File: config.mk
export PLATFORM = sky130hd
export DESIGN_NAME = calc_operand_seq
export DESIGN_NICKNAME = d
export VERILOG_FILES = /design/src/rtl/calc_operand_seq.sv
export SDC_FILE = /design/constraint.sdc
export NUM_CORES = 1
export LEC_CHECK = 0
export CORE_ASPECT_RATIO = 2
export CORE_MARGIN = 2
export CORE_UTILIZATION = 26
export CTS_CLUSTER_SIZE = 28
export DETAILED_ROUTE_END_ITERATION = 16
export HOLD_SLACK_MARGIN = 0.12
export PLACE_DENSITY = 0.49
export SETUP_SLACK_MARGIN = 0.1
export SYNTH_ARGS = -nofsm -noshare
export SYNTH_HDL_FRONTEND = slang
export SYNTH_SLANG_ARGS = --single-unit
File: constraint.sdc
create_clock -name Clk -period 2.5 [get_ports Clk]
set_clock_uncertainty 0.15 [all_clocks]
set_input_delay 0.5 -clock Clk [delete_from_list [all_inputs] [get_ports Clk]]
set_output_delay 0.5 -clock Clk [all_outputs]
set_load 0.01 [all_outputs]
File: src/rtl/calc_operand_seq.sv
// Serial operand/opcode collector and executor for the binary calculator.
// Define CALC_MUL_EN to turn opcode 11 into MUL; otherwise it is OR.
module calc_operand_seq #(
  parameter int WIDTH = 8
) (
  input  logic             Clk,
  input  logic             Reset,
  input  logic             Active,
  input  logic             Mode,
  input  logic             ValidCmd,
  input  logic             InputKey,
  output logic [WIDTH-1:0] Result,
  output logic             Carry,
  output logic             Zero,
  output logic             OutValid,
  output logic             Busy
);

  localparam int CNT_W = $clog2(WIDTH + 1);

  typedef enum logic [2:0] {
    S_IDLE,
    S_OPA,
    S_OPB,
    S_OPC,
    S_EXEC
  } state_t;

  state_t           state;
  state_t           state_nxt;
  logic [CNT_W-1:0] cnt;
  logic [WIDTH-1:0] a_sr;
  logic [WIDTH-1:0] b_sr;
  logic [1:0]       op_sr;
  logic             mode_lat;

  logic             collecting;
  logic             accept;
  logic             abort;
  logic             first_bit;
  logic             last_bit;
  logic             exec;
  logic             bit_mode;
  logic [WIDTH:0]   alu_out;

  // Returns {carry, result}.
  function automatic logic [WIDTH:0] alu(input logic [WIDTH-1:0] a,
                                         input logic [WIDTH-1:0] b,
                                         input logic [1:0]       op);
    logic [WIDTH:0] r;
`ifdef CALC_MUL_EN
    logic [2*WIDTH-1:0] prod;
`endif
    r = '0;
    case (op)
      2'b00:   r = {1'b0, a} + {1'b0, b};
      2'b01:   r = {(a < b), a - b};
      2'b10:   r = {1'b0, a & b};
      default: begin
`ifdef CALC_MUL_EN
        prod = {{WIDTH{1'b0}}, a} * {{WIDTH{1'b0}}, b};
        r    = {|prod[2*WIDTH-1:WIDTH], prod[WIDTH-1:0]};
`else
        r    = {1'b0, a | b};
`endif
      end
    endcase
    return r;
  endfunction

  function automatic logic [WIDTH-1:0] shift_word(input logic [WIDTH-1:0] sr,
                                                  input logic             lsb_first,
                                                  input logic             din);
    if (lsb_first) return {din, sr[WIDTH-1:1]};
    return {sr[WIDTH-2:0], din};
  endfunction

  function automatic logic [1:0] shift_op(input logic [1:0] sr,
                                          input logic       lsb_first,
                                          input logic       din);
    if (lsb_first) return {din, sr[1]};
    return {sr[0], din};
  endfunction

  always_ff @(posedge Clk or negedge Reset) begin
    if (!Reset) state <= S_IDLE;
    else        state <= state_nxt;
  end

  always_comb begin
    state_nxt = state;
    case (state)
      S_IDLE: if (Active) state_nxt = S_OPA;
      S_OPA: begin
        if (abort)         state_nxt = S_IDLE;
        else if (last_bit) state_nxt = S_OPB;
      end
      S_OPB: begin
        if (abort)         state_nxt = S_IDLE;
        else if (last_bit) state_nxt = S_OPC;
      end
      S_OPC: begin
        if (abort)         state_nxt = S_IDLE;
        else if (last_bit) state_nxt = S_EXEC;
      end
      S_EXEC:  state_nxt = Active ? S_OPA : S_IDLE;
      default: state_nxt = S_IDLE;
    endcase
  end

  always_comb begin
    collecting = (state == S_OPA) || (state == S_OPB) || (state == S_OPC);
    accept     = collecting && Active && ValidCmd;
    abort      = collecting && !Active;
    first_bit  = accept && (state == S_OPA) && (cnt == '0);
    last_bit   = accept && (((state != S_OPC) && (cnt == CNT_W'(WIDTH - 1))) ||
                            ((state == S_OPC) && (cnt == CNT_W'(1))));
    exec       = (state == S_EXEC);
    // The first bit of a frame uses the live Mode, since the latch loads on that same edge.
    bit_mode   = first_bit ? Mode : mode_lat;
  end

  assign alu_out = alu(a_sr, b_sr, op_sr);

  always_ff @(posedge Clk or negedge Reset) begin
    if (!Reset) begin
      cnt      <= '0;
      a_sr     <= '0;
      b_sr     <= '0;
      op_sr    <= '0;
      mode_lat <= 1'b0;
    end else begin
      if (!collecting || abort || last_bit) cnt <= '0;
      else if (accept)                      cnt <= cnt + CNT_W'(1);
      if (first_bit) mode_lat <= Mode;
      if (accept && (state == S_OPA)) a_sr  <= shift_word(a_sr, bit_mode, InputKey);
      if (accept && (state == S_OPB)) b_sr  <= shift_word(b_sr, bit_mode, InputKey);
      if (accept && (state == S_OPC)) op_sr <= shift_op(op_sr, bit_mode, InputKey);
    end
  end

  // Execute stage: results register here and hold until the next frame completes.
  always_ff @(posedge Clk or negedge Reset) begin
    if (!Reset) begin
      Result   <= '0;
      Carry    <= 1'b0;
      Zero     <= 1'b0;
      OutValid <= 1'b0;
      Busy     <= 1'b0;
    end else begin
      OutValid <= exec;
      if (exec) begin
        Result <= alu_out[WIDTH-1:0];
        Carry  <= alu_out[WIDTH];
        Zero   <= (alu_out[WIDTH-1:0] == '0);
      end
      if (first_bit)          Busy <= 1'b1;
      else if (exec || abort) Busy <= 1'b0;
    end
  end

endmodule

==> results.py <==
metrics = {
    "clock_network": {
        "clock_latency_ns": 0.29,
        "cts.sinks": 38,
        "root_buffer": "clkbuf_16",
        "path_clk_slew_ns": 0.06,
        "hold_buffers": 0,
        "cts_tree": "done",
        "clk_path_buf_depth": 2,
        "cts_buffers": 5,
        "htree_levels": 2,
    },
    "synth": {
        "seq_area_frac_synth_pct": 33.2,
        "synthCells": 313,
        "synth_compound_gate_area_share_pct": 18.8,
        "netlist_area_um2": 2860,
        "synth-simple-area-share_pct": 15.9,
        "synth_ff_type": "dfrtp_1",
        "synth-edff-count": 0,
        "synth_xor_area_share_pct": 2.14,
        "synthMuxAreaShare_pct": 9.96,
        "yosys.area_share.adder_pct": 13.2,
        "synth.avg_cell_area_um2": 9.15,
        "yosysMostFrequentCell": "dfrtp_1",
        "ys_types": 55,
        "async_reset_ff_share_pct": 100,
        "synthTopCellsByCount": "38 x dfrtp_1, 35 x nor2_1, 32 x a21oi_1",
        "synth_top_family_by_area": "compound AO/OA/AOI/OAI gates",
        "synth_seq_cells": 38,
        "synth.area.top_cells": "dfrtp_1 33%, ha_1 12%, mux2i_1 8.4%",
        "syn-num-nets": 348,
        "yosysWarnings": 0,
        "synth_top_cell_by_area": "dfrtp_1",
        "synth.top_cell.area_share_pct": 33.2,
    },
    "finish": {
        "drive_above_1_share_pct": 26.1,
        "fin_nets": 410,
        "stdcell_count": 516,
        "final_area_um2": 3820,
        "antenna_cells": 0,
        "fillers": 1141,
        "syn_to_final_growth_pct": 33.3,
    },
    "sta": {
        "finalSetupViolations": 3,
        "max-slew-margin-rel_pct": 39.8,
        "layout_setup_ws_ns": -0.0912,
        "tightestPinTransition_ns": 0.903,
        "rsz0062_at_grt": "yes",
        "min_period_over_period_pct": 104,
        "hold_viol_final": 0,
        "min_period_ns": 2.59,
        "slew_viol_final": 0,
        "max_freq_mhz": 386,
    },
    "run_status": {
        "violations": "setup timing",
        "status": "finished, violations left",
    },
    "detailed_routing": {
        "first_pass_iters": 4,
        "drt_iter0_drc": 100,
        "postRouteAntennaNets": 0,
        "vias_per_cell": 4.64,
        "drc_errors": 0,
        "vias": 2393,
        "wl_per_cell_um": 14.3,
        "wl_um": 7360,
    },
    "placement": {
        "portBuffers": 17,
        "dp_cells": 504,
        "place.gp.congestion": 0.860,
        "postPlaceCellArea_um2": 3490,
        "dp_hpwl_um": 5930,
    },
    "global_route": {
        "track_usage_pct": 13.2,
        "grt_max_degree": 39,
        "antenna_found_initial": 0,
        "grt_pass1_wl_um": 12300,
        "grt-ovfl-total": 0,
        "grt_pass1_vias": 2471,
    },
    "die": {
        "die_y_um": 152,
        "die_w_um": 78.2,
        "start_util_pct": 26.5,
        "core_area_um2": 10800,
        "io_pins": 18,
        "core.rowCount": 54,
        "die_area_um2": 11900,
    },
    "power_and_ir_drop": {
        "p_leak_nw": 1.76,
        "power_density_nw_per_um2": 1610,
        "ir_worst_vdd_mv": 0.526,
    },
    "worst_setup_path": {
        "cp-end-kind": "flip-flop",
        "crit_fanout": 3,
        "cp_slowest_stage_delay_ns": 0.42,
        "arrival_ns": 2.61,
        "cpMostUsedCell": "buf_4",
        "cp_slowest_cell": "or4_4",
        "worstPathRequired_ns": 2.52,
        "worstPathCellList": "inv_2 > ha_4 > fa_2 > o21ba_4 > or4_4 > nand2_2 > xnor2_1 > o311ai_2 > buf_4 > buf_4 > o21ai_1",
        "worstSetupPathType": "reg2reg",
        "startpoint_type": "flip-flop",
    },
    "min_path": {
        "hp-class": "in2async",
    },
    "flow_run": {
        "maxCapViolations": 0,
    },
}
## metrics by stage
step | setup WS (ns) | hold WS, ns | utilization (%) | power (W) | setup TNS, ns
2_1_floorplan | 0.0771 | 0.0544 | - | 0.00352 | 0
3_3_place_gp | -0.122 | 0.306 | 32.3 | 0.00494 | -0.357
3_5_place_dp | -0.151 | 0.312 | 32.3 | 0.00498 | -1.12
4_1_cts | -0.130 | 0.222 | 34.9 | 0.00608 | -0.271
5_1_grt | -0.217 | 0.251 | 35.3 | 0.00667 | -0.597
6_report | -0.0912 | 0.178 | 35.3 | 0.00615 | -0.173
## metal layers
metal	global-route usage, %	vias up	wire length [µm]
li1	-	1209	-
met1	12.3	1149	2590
met2	26.2	19	4350
met3	1.60	16	108
met4	7.35	0	318
met5	0	-	0
## final timing paths
kind                                         endpoint  slack, ns             startpoint  cells past startpoint
worst max-delay path            Result[6]$_DFFE_PN0P_      -0.09    a_sr[0]$_DFFE_PN0P_                     11
worst min-delay path              b_sr[1]$_DFFE_PN0P_       0.18                  Reset                      1
worst max register to register  Result[6]$_DFFE_PN0P_      -0.09    a_sr[0]$_DFFE_PN0P_                     11
worst min register to register  Result[4]$_DFFE_PN0P_       0.32  Result[4]$_DFFE_PN0P_                      2
max in group asynchronous         b_sr[0]$_DFFE_PN0P_       1.41                  Reset                      1
min in group Clk                Result[4]$_DFFE_PN0P_       0.32  Result[4]$_DFFE_PN0P_                      2
## sequential cells by signal, summed over array words and instances, names as in the netlist
signal	flops
Busy	1
Result	8
op_sr	2
OutValid	1
Carry	1
a_sr	8
b_sr	8
Zero	1
state	3
mode_lat	1
cnt	4
## worst max-delay path, delay by kind of cell (launching register included)
family | cells | cell delay [ns]
and+or+nand+nor | 2 | 0.51
adders and majority gates | 2 | 0.52
xor gates and xnor gates | 1 | 0.07
buffers and inverters | 3 | 0.32
AOI/OAI and AO/OA | 3 | 0.51
DFF | 1 | 0.39
## kinds of logic (layout without fill, tap and decap cells)
family,after synthesis,in the layout
multiplexers,28,28
buffers and inverters,40,103
XOR/XNOR,7,7
AO/OA/AOI/OAI,82,82
AND/OR/NAND/NOR,89,89
flip-flops,38,38
adder cells (fa/ha/maj),29,29
## layout make-up
cell class                 instances  area, µm²  share of cell area [%]
inverter                          26       97.6                    2.56
timing repair buffer              69        568                    14.9
clock inverter                     3       68.8                    1.80
multi-input combinational        235       1830                    48.0
sequential                        38        952                    24.9
clock buffer                       5        125                    3.28
tap                              140        175                    4.59
## cells in the final DEF (no fill, tap or decap), types with 2 or more instances in the layout
cell type        count
a211oi_1             2
a21o_1               2
a21oi_1             28
a21oi_2              3
buf_4               51
bufinv_16            2
clkbuf_16            5
clkdlybuf4s50_1     16
dfrtp_1             37
fa_2                 2
ha_1                23
ha_4                 3
inv_1               22
inv_2                3
mux2_2               4
mux2i_1             23
nand2_1             22
nand2b_1             4
nand3_1              8
nor2_1              35
nor2b_1              2
nor3_1               3
o211ai_1             4
o21a_1               4
o21ai_0             10
o21ai_1              4
o21ai_2              3
o21bai_1             4
o22ai_1              2
o31ai_2              2
or3_1                2
xnor2_1              7
## report_power, final
| part | switching, W | internal, W | total, W |
|---|---|---|---|
| logic | 0.00214 | 0.00208 | 0.00422 |
| registers | 0.000231 | 0.000860 | 0.00109 |
| clock network | 0.000266 | 0.000573 | 0.000839 |
| total | 0.00264 | 0.00351 | 0.00615 |
## repair_timing
item	CTS	global route
endpoints found under the setup margin	6	7
resized for setup	18	9
setup buffers	3	1
pin swaps	8	6
Note: power is estimated with default switching activity, not from simulation.
